### src/rtl/pid_sat_controller_if.sv
// pid_sat_controller_if: sample request, gains and servo command bundle for the PID controller
interface pid_sat_controller_if #(
    parameter int WIDTH = 12
) ();
    logic                    start_i;
    logic                    int_clr_i;
    logic signed [WIDTH-1:0] ref_i;
    logic signed [WIDTH-1:0] y_i;
    logic signed [WIDTH-1:0] kp_i;
    logic signed [WIDTH-1:0] ki_i;
    logic signed [WIDTH-1:0] kd_i;
    logic signed [WIDTH-1:0] u_o;
    logic                    busy_o;
    logic                    done_o;
    logic                    sat_o;
    modport master (
        output start_i, int_clr_i, ref_i, y_i, kp_i, ki_i, kd_i,
        input  u_o, busy_o, done_o, sat_o
    );
    modport slave (
        input  start_i, int_clr_i, ref_i, y_i, kp_i, ki_i, kd_i,
        output u_o, busy_o, done_o, sat_o
    );
endinterface

### src/rtl/pid_sat_controller.sv
// pid_sat_controller: saturating PID with shared multiplier, anti-windup and fixed 7-state schedule
module pid_sat_controller #(
    parameter int WIDTH   = 12,
    parameter int FRAC    = 8,
    parameter int OUT_MAX = 2047,
    parameter int OUT_MIN = -2048
) (
    input logic clk_i,
    input logic reset,
    pid_sat_controller_if.slave bus
);
    localparam int W2 = 2 * WIDTH;
    localparam logic signed [W2-1:0] W_MAX = W2'((2 ** (WIDTH - 1)) - 1);
    localparam logic signed [W2-1:0] W_MIN = W2'(-(2 ** (WIDTH - 1)));
    localparam logic signed [W2-1:0] L_MAX = W2'(OUT_MAX);
    localparam logic signed [W2-1:0] L_MIN = W2'(OUT_MIN);

    typedef enum logic [2:0] {IDLE, LOAD, MUL_P, MUL_I, MUL_D, SUM, DONE} state_t;

    function automatic logic signed [W2-1:0] ext(input logic signed [WIDTH-1:0] x);
        return W2'(x);
    endfunction

    function automatic logic signed [WIDTH-1:0] sat_w(input logic signed [W2-1:0] v);
        return v > W_MAX ? WIDTH'(W_MAX) : v < W_MIN ? WIDTH'(W_MIN) : WIDTH'(v);
    endfunction

    function automatic logic signed [WIDTH-1:0] clamp_l(input logic signed [W2-1:0] v);
        return v > L_MAX ? WIDTH'(L_MAX) : v < L_MIN ? WIDTH'(L_MIN) : WIDTH'(v);
    endfunction

    state_t state, state_nx;
    logic signed [WIDTH-1:0] ref_r, y_r, kp_r, ki_r, kd_r;
    logic signed [WIDTH-1:0] e, de, e_prev, integ, p, d, di, i_new;
    logic signed [WIDTH-1:0] e_c, ma, mb, term;
    logic signed [W2-1:0] prod, s;
    logic hold;

    always_comb begin
        state_nx = state == IDLE ? (bus.start_i ? LOAD : IDLE) :
                   state == DONE ? IDLE : state_t'(state + 3'd1);
    end

    // one multiplier, operands steered by the current MUL_* state
    always_comb begin
        ma   = state == MUL_P ? kp_r : state == MUL_I ? ki_r : kd_r;
        mb   = state == MUL_D ? de : e;
        prod = ext(ma) * ext(mb);
        term = sat_w(prod >>> FRAC);
        e_c  = sat_w(ext(ref_r) - ext(y_r));
        s    = ext(p) + ext(i_new) + ext(d);
    end

    assign bus.busy_o = state != IDLE;
    assign bus.done_o = state == DONE;

    always_ff @(posedge clk_i) begin
        if (reset) begin
            state     <= IDLE;
            ref_r     <= '0;
            y_r       <= '0;
            kp_r      <= '0;
            ki_r      <= '0;
            kd_r      <= '0;
            e         <= '0;
            de        <= '0;
            e_prev    <= '0;
            integ     <= '0;
            p         <= '0;
            d         <= '0;
            di        <= '0;
            i_new     <= '0;
            hold      <= 1'b0;
            bus.u_o   <= '0;
            bus.sat_o <= 1'b0;
        end else begin
            state <= state_nx;
            if (state == IDLE && bus.int_clr_i) begin
                integ  <= '0;
                e_prev <= '0;
            end
            if (state == IDLE && bus.start_i) begin
                ref_r <= bus.ref_i;
                y_r   <= bus.y_i;
                kp_r  <= bus.kp_i;
                ki_r  <= bus.ki_i;
                kd_r  <= bus.kd_i;
            end
            if (state == LOAD) begin
                e  <= e_c;
                de <= sat_w(ext(e_c) - ext(e_prev));
            end
            if (state == MUL_P) p <= term;
            if (state == MUL_I) begin
                di    <= term;
                i_new <= clamp_l(ext(integ) + ext(term));
            end
            if (state == MUL_D) d <= term;
            if (state == SUM) begin
                bus.u_o   <= clamp_l(s);
                bus.sat_o <= s > L_MAX || s < L_MIN;
                hold      <= (s > L_MAX && !di[WIDTH-1] && |di) || (s < L_MIN && di[WIDTH-1]);
            end
            // integrator freezes while pushing further into a clamped output
            if (state == DONE) begin
                e_prev <= e;
                if (!hold) integ <= i_new;
            end
        end
    end
endmodule
### src/flat_wrapper.sv
// flat-port wrapper written by rule: the top's interface ports become plain ports
module pid_sat_controller_flat 
#(
    parameter int WIDTH   = 12,
    parameter int FRAC    = 8,
    parameter int OUT_MAX = 2047,
    parameter int OUT_MIN = -2048
)
  (clk_i, reset, bus_start_i, bus_int_clr_i, bus_ref_i, bus_y_i, bus_kp_i, bus_ki_i, bus_kd_i, bus_u_o, bus_busy_o, bus_done_o, bus_sat_o);
  pid_sat_controller_if #(.WIDTH(WIDTH)) bus_i ();
  input logic clk_i;
  input logic reset;
  input wire logic [$bits(bus_i.start_i)-1:0] bus_start_i;
  input wire logic [$bits(bus_i.int_clr_i)-1:0] bus_int_clr_i;
  input wire logic [$bits(bus_i.ref_i)-1:0] bus_ref_i;
  input wire logic [$bits(bus_i.y_i)-1:0] bus_y_i;
  input wire logic [$bits(bus_i.kp_i)-1:0] bus_kp_i;
  input wire logic [$bits(bus_i.ki_i)-1:0] bus_ki_i;
  input wire logic [$bits(bus_i.kd_i)-1:0] bus_kd_i;
  output wire logic [$bits(bus_i.u_o)-1:0] bus_u_o;
  output wire logic [$bits(bus_i.busy_o)-1:0] bus_busy_o;
  output wire logic [$bits(bus_i.done_o)-1:0] bus_done_o;
  output wire logic [$bits(bus_i.sat_o)-1:0] bus_sat_o;
  assign bus_i.start_i = bus_start_i;
  assign bus_i.int_clr_i = bus_int_clr_i;
  assign bus_i.ref_i = bus_ref_i;
  assign bus_i.y_i = bus_y_i;
  assign bus_i.kp_i = bus_kp_i;
  assign bus_i.ki_i = bus_ki_i;
  assign bus_i.kd_i = bus_kd_i;
  assign bus_u_o = bus_i.u_o;
  assign bus_busy_o = bus_i.busy_o;
  assign bus_done_o = bus_i.done_o;
  assign bus_sat_o = bus_i.sat_o;
  pid_sat_controller #(.WIDTH(WIDTH), .FRAC(FRAC), .OUT_MAX(OUT_MAX), .OUT_MIN(OUT_MIN)) u_core (.clk_i(clk_i), .reset(reset), .bus(bus_i));
endmodule
### config.mk
export PLATFORM = sky130hd
export DESIGN_NAME = pid_sat_controller_flat
export DESIGN_NICKNAME = d
export VERILOG_FILES = /design/src/rtl/pid_sat_controller_if.sv /design/src/rtl/pid_sat_controller.sv /design/src/flat_wrapper.sv
export SDC_FILE = /design/constraint.sdc
export NUM_CORES = 1
export LEC_CHECK = 0
export CORE_MARGIN = 2
export CORE_UTILIZATION = 61
export CTS_CLUSTER_DIAMETER = 150
export DETAILED_ROUTE_END_ITERATION = 10
export PLACE_DENSITY_LB_ADDON = 0.08
export SKIP_LAST_GASP = 1
export SYNTH_ARGS = -nofsm -noshare
export SYNTH_HDL_FRONTEND = slang
export SYNTH_SLANG_ARGS = --single-unit
export TNS_END_PERCENT = 20
### constraint.sdc
create_clock -name clk_i -period 14.42 [get_ports clk_i]
set_input_delay 2.884 -clock clk_i [delete_from_list [all_inputs] [get_ports clk_i]]
set_output_delay 2.884 -clock clk_i [all_outputs]
set_load 0.03 [all_outputs]
==> impl_results.md, run 1 <==
- Status: completed
- Setup violations, final: 0
- Number of cell instances on the worst register-to-register path: 36
- I/O pin count: 79
- Overflow left after global routing: 0
- RSZ-0062 raised after global routing: false
- Post-cts hold buffer count: 0
- Worst-margin pin slew: 1301 ps
- Post-route ant nets: 0
- Post-Synth Simple-Gate Area: 16.84%
- Crit Path Max Fanout: 59
- Number of max-slew violations in the final report: 0
- Area of the placeable core: between 20,000 and 25,000 um2
- Overall die area: 25,600 um2
- Combinational share of power: 51.6%
- Largest family of logic cells by synthesized area: adder cells
- Parity-gate share of the synthesized area counting xor and xnor cells: 3.060%
- Worst Path Arrival: 11,340 ps
- Number of enable-type register cells in the synthesized netlist: 0
- Launch instance of the worst min-delay path: u_core.ki_r[4]$_SDFFE_PP0P_
- Final Total Pwr: slightly above 0.002 W
- Most frequently used flop master after synthesis: sky130_fd_sc_hd__dfxtp_1
- First drt pass iteration count: 7
- TritonCTS Buffers: 17
- Worst hold path stage count: 2
- Most common cell after layout, fill and taps aside: sky130_fd_sc_hd__nand2_1
- Routed WL per cell: roughly 17 um
- H-tree depth: 4
- Post-layout nets: 2,136
- Shortest period the worst path allows: 11,020 ps
- Initial antenna violation count: 0
- Number of standard cells after synthesis: ~1,800
- Sequential group share of total power: between 20% and 30%
- Count of instances resized after the clock tree is built: 0
- Initial Utilization: 61.57%
- Routed via count divided by cell count: 5.643
- Via count of the first global-routing pass: 12,270
- DRC violations left: 0
- TritonCTS clock tree: done
- Cell area after placement: 15,780 um2
- Largest net degree at the start of global routing: 100
- Worst-case headroom to the max-slew limit: 12.33%
- Global-route wire length before repair: 59.73 mm
- Reg2reg start: u_core.state[2]$_SDFF_PP0_
- End point of the most critical hold path: u_core.ki_r[4]$_SDFFE_PP0P_
- Min Hold Slack: between 400 and 500 ps
- Areal power density over the cells: 124.5 nW/um2
- Clock-pin transition on the worst setup and hold timing paths: ~70 ps
- Clock group share of total power: 22.5%
- Period Utilization, post-route: 76.45%
- Maximum achievable frequency: 0.09071 GHz
- Internal power of the cells: 0.001145 W
- Critical Path Max Stage Delay: 1000 ps
- Cell leakage power: 7.290 nW
- Total global routing track utilization: between 20% and 30%
- Average cell area after synthesis: a little over 8 um2
- Critical Path End Type: flip-flop
- Setup total negative slack: 0 ps
- Switching Power: between 0.0008 and 0.0009 W
- Total count of hold-check failures in the final report: 0
- HPWL after DPL: ~28 mm
- Count of max-cap constraint violations: 0
- Share of cells above drive strength 1: 3.821%
- Port Buf Inserts: 78
- Final wirelength: 35.65 mm
- Critical path data required time: 14,730 ps
- Via count: 12,170
- Vertical die dimension: 160.0 um
- Max Clock Skew: 15.93 ps
- TritonCTS Sinks: 173
- Adder-Cell Fraction of Synth Area: 29.82%
- Setup Buffers After CTS: 0
- Endpoint of the most critical register-to-register path: u_core.i_new[3]$_SDFFE_PP0P_
- Number of synthesized register bits: 173
- Number of nets produced by synthesis: 2,117
- Clock network latency to the later pin of the worst-skew pair: 440 ps
- Number of antenna cells inserted: 0
- Syn Std Cell Area: 14,840 um2
- R2R Setup Slk: roughly 3400 ps
- Ys Warns: 0
- Count of different cell masters after synthesis: between 60 and 70
- Critical path's slowest cell: sky130_fd_sc_hd__o21ai_0
- Fraction of the yosys area taken by sequential cells: 23.33%
- Most frequent cells in the layout: 294 x sky130_fd_sc_hd__nand2_1, 230 x sky130_fd_sc_hd__inv_1, 173 x sky130_fd_sc_hd__dfxtp_1
- Startpoint types: flip-flop
- Number of DRC violations after detailed-routing iteration 0: between 700 and 800
- Area added between synthesis and finish: 10.18%
- Proportion of synthesized flip-flops having asynchronous set or reset: 0%
- Hold/Removal Path Class: flip-flop to flip-flop
- Max VDD drop: 0.08264 mV
- Crit Path Class: flip-flop to flip-flop
- Buffer levels on the longest clock path: 2
- Placement row count: 57
- Final weighted congestion of routability-driven global placement: 0.9266
- Multiplexer area fraction after synthesis: 1.484%
- Root buffer cell: sky130_fd_sc_hd__clkbuf_16
- Switching power as a share of total power: 43.79%
- Compound-gate portion of the synthesized area: around 17%
- Horiz. Die Dim: roughly 160 um
- Final instance area: 16,350 um2
## synthesized netlist by cell type (5+ instances only)
cell / instances / area (um2)
sky130_fd_sc_hd__a211o_1: 5 / 43.79
sky130_fd_sc_hd__a211oi_1: 63 / 473.0
sky130_fd_sc_hd__a211oi_2: 5 / 62.56
sky130_fd_sc_hd__a21o_1: 29 / 217.7
sky130_fd_sc_hd__a21oi_1: 126 / 630.6
sky130_fd_sc_hd__a221o_1: 11 / 110.1
sky130_fd_sc_hd__a22oi_1: 24 / 180.2
sky130_fd_sc_hd__a31oi_1: 11 / 68.82
sky130_fd_sc_hd__and2_1: 24 / 150.1
sky130_fd_sc_hd__clkbuf_1: 84 / 315.3
sky130_fd_sc_hd__dfxtp_1: 173 / 3463
sky130_fd_sc_hd__fa_1: 152 / 3043
sky130_fd_sc_hd__ha_1: 101 / 1264
sky130_fd_sc_hd__inv_1: 230 / 863.3
sky130_fd_sc_hd__maj3_1: 12 / 120.1
sky130_fd_sc_hd__mux2i_1: 22 / 220.2
sky130_fd_sc_hd__nand2_1: 295 / 1107
sky130_fd_sc_hd__nand2b_1: 16 / 100.1
sky130_fd_sc_hd__nand3_1: 10 / 50.05
sky130_fd_sc_hd__nor2_1: 167 / 626.9
sky130_fd_sc_hd__nor2b_1: 21 / 131.4
sky130_fd_sc_hd__nor3_1: 19 / 95.09
sky130_fd_sc_hd__nor4_1: 6 / 37.54
sky130_fd_sc_hd__o21a_1: 14 / 105.1
sky130_fd_sc_hd__o21ai_0: 46 / 230.2
sky130_fd_sc_hd__or2_2: 6 / 37.54
sky130_fd_sc_hd__or3_1: 6 / 37.54
sky130_fd_sc_hd__xnor2_1: 29 / 254.0
sky130_fd_sc_hd__xor2_1: 21 / 183.9
## metrics by stage
| step | worst slack, ps | std cells | util [%] |
|---|---|---|---|
| finish | 3396 | 2156 | 67.84 |
| global route | 2618 | 2156 | 67.84 |
| CTS | 3442 | 2156 | 67.84 |
| detailed placement | 3585 | 2124 | 65.48 |
| global placement | 3896 | 2124 | 65.48 |
| floorplan | 5192 | 1800 | - |
## power groups by stage
| stage | Clock [W] | Sequential (W) | Combinational (W) |
|---|---|---|---|
| 2_1_floorplan | 0 | 0.000531 | 0.000806 |
| 3_3_place_gp | 0 | 0.000537 | 0.00101 |
| 3_5_place_dp | 0 | 0.000538 | 0.00103 |
| 4_1_cts | 0.000464 | 0.000527 | 0.00104 |
| 5_1_grt | 0.000484 | 0.000530 | 0.00118 |
| 6_report | 0.000459 | 0.000527 | 0.00105 |
## routing by layer
layer  global-route usage (%)  vias to the layer above  routed length, um
met5                        0                        -                  0
met4                    12.08                        0               1360
met3                    4.312                       73               1686
met2                    48.05                      345              16750
met1                    37.32                     5813              15850
li1                         -                     5936                  -
## area by class of cell
type	instances	area, um2
Inverter	230	863.3
Timing Repair Buffer	90	868.3
Tap cell	324	405.4
Clock inverter	11	110.1
Multi-Input combinational cell	1307	10180
Sequential cell	173	3463
Fill cell	2111	7751
Clock buffer	21	460.4
## critical path, delay by kind of cell (launching register included)
kind                     cells  cell delay, ps
adder cells (fa/ha/maj)     10            4210
buffers and inverters        7            1110
multiplexers                 1             150
AO/OA/AOI/OAI               12            3980
AND/OR/NAND/NOR              6            1050
flip-flops                   1             400
## worst max-delay path by stage
stage	cells after the start	end	from
2_1_floorplan	40	u_core.i_new[10]$_SDFFE_PP0P_	u_core.state[0]$_SDFF_PP0_
5_1_grt	36	u_core.i_new[3]$_SDFFE_PP0P_	u_core.state[2]$_SDFF_PP0_
6_report	36	u_core.i_new[3]$_SDFFE_PP0P_	u_core.state[2]$_SDFF_PP0_
3_3_place_gp	33	u_core.i_new[0]$_SDFFE_PP0P_	u_core.state[2]$_SDFF_PP0_
4_1_cts	36	u_core.i_new[3]$_SDFFE_PP0P_	u_core.state[0]$_SDFF_PP0_
3_5_place_dp	36	u_core.i_new[10]$_SDFFE_PP0P_	u_core.state[2]$_SDFF_PP0_
## kinds of logic after synthesis
| logic type | after synthesis |
|---|---|
| simple gates | 587 |
| compound gates | 382 |
| buf+inv | 320 |
| fa+ha+maj | 265 |
| flops | 173 |
| xor+xnor | 51 |
| mux | 22 |
Power figures use the tool's default switching activity.
==> run 2, diff against run 1 <==
clock period = 11.15 ns   (was 14.42 ns; I/O delays follow)
==> impl_results.md, run 2 (synthesized netlist as in run 1, its figures left out) <==
- Crit Path Class: flip-flop to flip-flop
- TritonCTS Sinks: 173 (unchanged)
- Cell leakage power: 7.307 nW (+0.23%)
- Post-layout nets: 2,141 (+0.23%)
- Met2 layer usage reported by global route: 45.99% (-2.1 points)
- DRC violations left: 0 (unchanged)
- Vertical die dimension: 160.0 um (unchanged)
- End-of-flow core utilization: 67.97% (+0.12 points)
- HPWL after DPL: 27.52 mm (-0.39%)
- Final weighted congestion of routability-driven global placement: 0.9115 (-1.6%)
- Hold/Removal Path Class: flip-flop to flip-flop
- Switching power as a share of total power: 43.67% (-0.12 points)
- GR met3 Demand/Resource: 5.429% (+1.1 points)
- Number of antenna cells inserted: 0 (unchanged)
- Worst-case headroom to the max-slew limit: 20.00% (+7.7 points)
- Area taken by multi-input logic gates: 10,190 um2 (about the same)
- Area added between synthesis and finish: 10.39%
- Critical Path End Type: flip-flop
- Worst-margin pin slew: 1191 ps (-110.4 ps)
- Initial antenna violation count: 0 (unchanged)
- Initial Utilization: 61.57% (unchanged)
- Root buffer cell: sky130_fd_sc_hd__clkbuf_16
- Horiz. Die Dim: 160.0 um (unchanged)
- Via count of the first global-routing pass: 11,720 (-4.5%)
- Routed via count divided by cell count: 5.625 (-0.32%)
- Period Utilization, post-route: 92.16% (+16 points)
- Area of the placeable core: 24,110 um2 (unchanged)
- Switching Power: 0.001140 W (+28%)
- Port Buf Inserts: 78 (unchanged)
- Critical path's slowest cell: sky130_fd_sc_hd__mux2i_1
- Internal power of the cells: 0.001471 W (+28%)
- Shortest period the worst path allows: 10,280 ps (-748.2 ps)
- Pre-CTS setup slack: 843.1 ps (-2742 ps)
- Max Clock Skew: 20.48 ps (+4.548 ps)
- Final worst setup slack: 874.6 ps (-2522 ps)
- TritonCTS clock tree: done
- Post-route ant nets: 0 (unchanged)
- Met1 global-route usage: 37.72% (+0.40 points)
- H-tree depth: 4 (unchanged)
- Top cell by count, worst path: sky130_fd_sc_hd__fa_1
- TritonCTS Buffers: 17 (unchanged)
- Sequential group share of total power: 26.1% (+0.2 points)
- Most frequent cells in the layout: 294 x sky130_fd_sc_hd__nand2_1, 230 x sky130_fd_sc_hd__inv_1, 173 x sky130_fd_sc_hd__dfxtp_1
- Areal power density over the cells: 159.4 nW/um2 (+28%)
- Overall die area: 25,600 um2 (unchanged)
- Clock network latency to the later pin of the worst-skew pair: 440 ps (about the same)
- First drt pass iteration count: 5 (-2)
- FF+latch area: 3463 um2 (unchanged)
- Setup violations, final: 0 (unchanged)
- Status: completed
- Crit Path Max Fanout: 16 (-73%)
- Count of max-cap constraint violations: 0 (unchanged)
- Final wirelength: 35.03 mm (-1.7%)
- Combinational share of power: 52.3% (+0.7 points)
- Total count of hold-check failures in the final report: 0 (unchanged)
- Setup total negative slack: 0 ps (unchanged)
- Global-route wire length before repair: 58.57 mm (-1.9%)
- RSZ-0062 raised after global routing: false
- Maximum achievable frequency: 0.09732 GHz (+7.3%)
- Via count: 12,160 (-0.090%)
- Buffer levels on the longest clock path: 2 (unchanged)
- Filler Cell Count: 2,091 (-0.95%)
- I/O pin count: 79 (unchanged)
- Critical path data required time: 11,490 ps (-3240 ps)
- Max VDD drop: 0.1035 mV (+25%)
- Overflow left after global routing: 0 (unchanged)
- Most utilized layer in the global route result: met2
- Setup Buffers After CTS: 0 (unchanged)
- Placement row count: 57 (unchanged)
- Largest net degree at the start of global routing: 88 (-12%)
- Clock-pin transition on the worst setup and hold timing paths: 70 ps (about the same)
- Startpoint types: flip-flop
- Critical Path Max Stage Delay: 860 ps (-140 ps)
- Number of DRC violations after detailed-routing iteration 0: 784 (+0.90%)
- Routed WL per cell: 16.21 um (-2.0%)
- Total global routing track utilization: 28.14% (-0.55 points)
- Clock group share of total power: 21.6% (-0.9 points)
- Most common cell after layout, fill and taps aside: sky130_fd_sc_hd__nand2_1
- Share of cells above drive strength 1: 4.192% (+0.37 points)
- Number of max-slew violations in the final report: 0 (unchanged)
- Worst Path Arrival: 10,620 ps (-720 ps)
## run 2: cell count changes in the layout (fill, tap and decap cells not counted), sizes merged
cell,change
buf,+5
bufinv,-1
clkinv,+1
clkinvlp,+1
inv,-1
## run 2: path summary, 6_finish.rpt
path / start / end / slack, ps / cells past startpoint
hold reg to reg: u_core.y_r[4]$_SDFFE_PP0P_ / u_core.y_r[4]$_SDFFE_PP0P_ / 460 / 2
setup / recovery: u_core.state[0]$_SDFF_PP0_ / u_core.i_new[0]$_SDFFE_PP0P_ / 870 / 35
setup reg to reg: u_core.state[0]$_SDFF_PP0_ / u_core.i_new[0]$_SDFFE_PP0P_ / 870 / 35
hold / removal: u_core.y_r[4]$_SDFFE_PP0P_ / u_core.y_r[4]$_SDFFE_PP0P_ / 460 / 2
## run 2: layer usage
metal / up-vias / wire (um)
li1: 5970 / -
met1: 5770 / 15500
met2: 357 / 16280
met3: 59 / 2231
met4: 0 / 1008
met5: - / 0
## run 2: area by class of cell
cell class / instances / area share [%]
clock buffers: 21 / 2.871
flip-flops and latches: 173 / 21.14
well taps: 324 / 2.474
multi-input cells: 1307 / 62.20
repair buffers: 95 / 5.529
clock inverters: 11 / 0.5193
inverters: 230 / 5.269
## run 2: repair_timing
action / 4_1_cts / 5_1_grt
hold buffers: 0 / 0
hold endpoints to repair: 0 / 0
resized for setup: 0 / 1
setup endpoints to repair: 0 / 11
## run 2: power by group through the flow
| stage | Sequential, W | Clock (W) | Combinational [W] |
|---|---|---|---|
| finish | 0.000682 | 0.000564 | 0.00136 |
| global placement | 0.000695 | 0 | 0.00131 |
| floorplan | 0.000687 | 0 | 0.00104 |
| CTS | 0.000682 | 0.000571 | 0.00136 |
| global route | 0.000686 | 0.000598 | 0.00152 |
| detailed placement | 0.000696 | 0 | 0.00135 |
## run 2: critical path, delay by kind of cell (launching register included)
kind	cells	cell delay, ps
muxes	1	860
AOI/OAI and AO/OA	12	2920
buffers and inverters	6	550
DFF	1	340
and+or+nand+nor	6	1410
adders and majority gates	10	4080
## run 2: through the flow
stage	total power, W	hold slack (ps)	instances	instance area, um2
after global routing	0.002803	471.6	2161	16380
after detailed placement	0.002043	448.2	2129	15820
after CTS	0.002610	457.9	2161	16380
after global placement	0.002004	441.6	2129	15820
final	0.002611	457.1	2161	16380
after floorplan	0.001728	435.7	1800	14840
==> run 3, diff against run 2 <==
==> constraint.sdc (replaced) <==
create_clock -name clk_i -period 11.15 [get_ports clk_i]
set_input_delay 2.23 -clock clk_i [delete_from_list [all_inputs] [get_ports clk_i]]
set_output_delay 2.23 -clock clk_i [all_outputs]
set_load 0.005 [all_outputs]
==> results of run 3 <==
Same layout as run 2 (identical final DEF). Status: completed.
Main changes from that run: total power 0.002611 W -> 0.002610 W
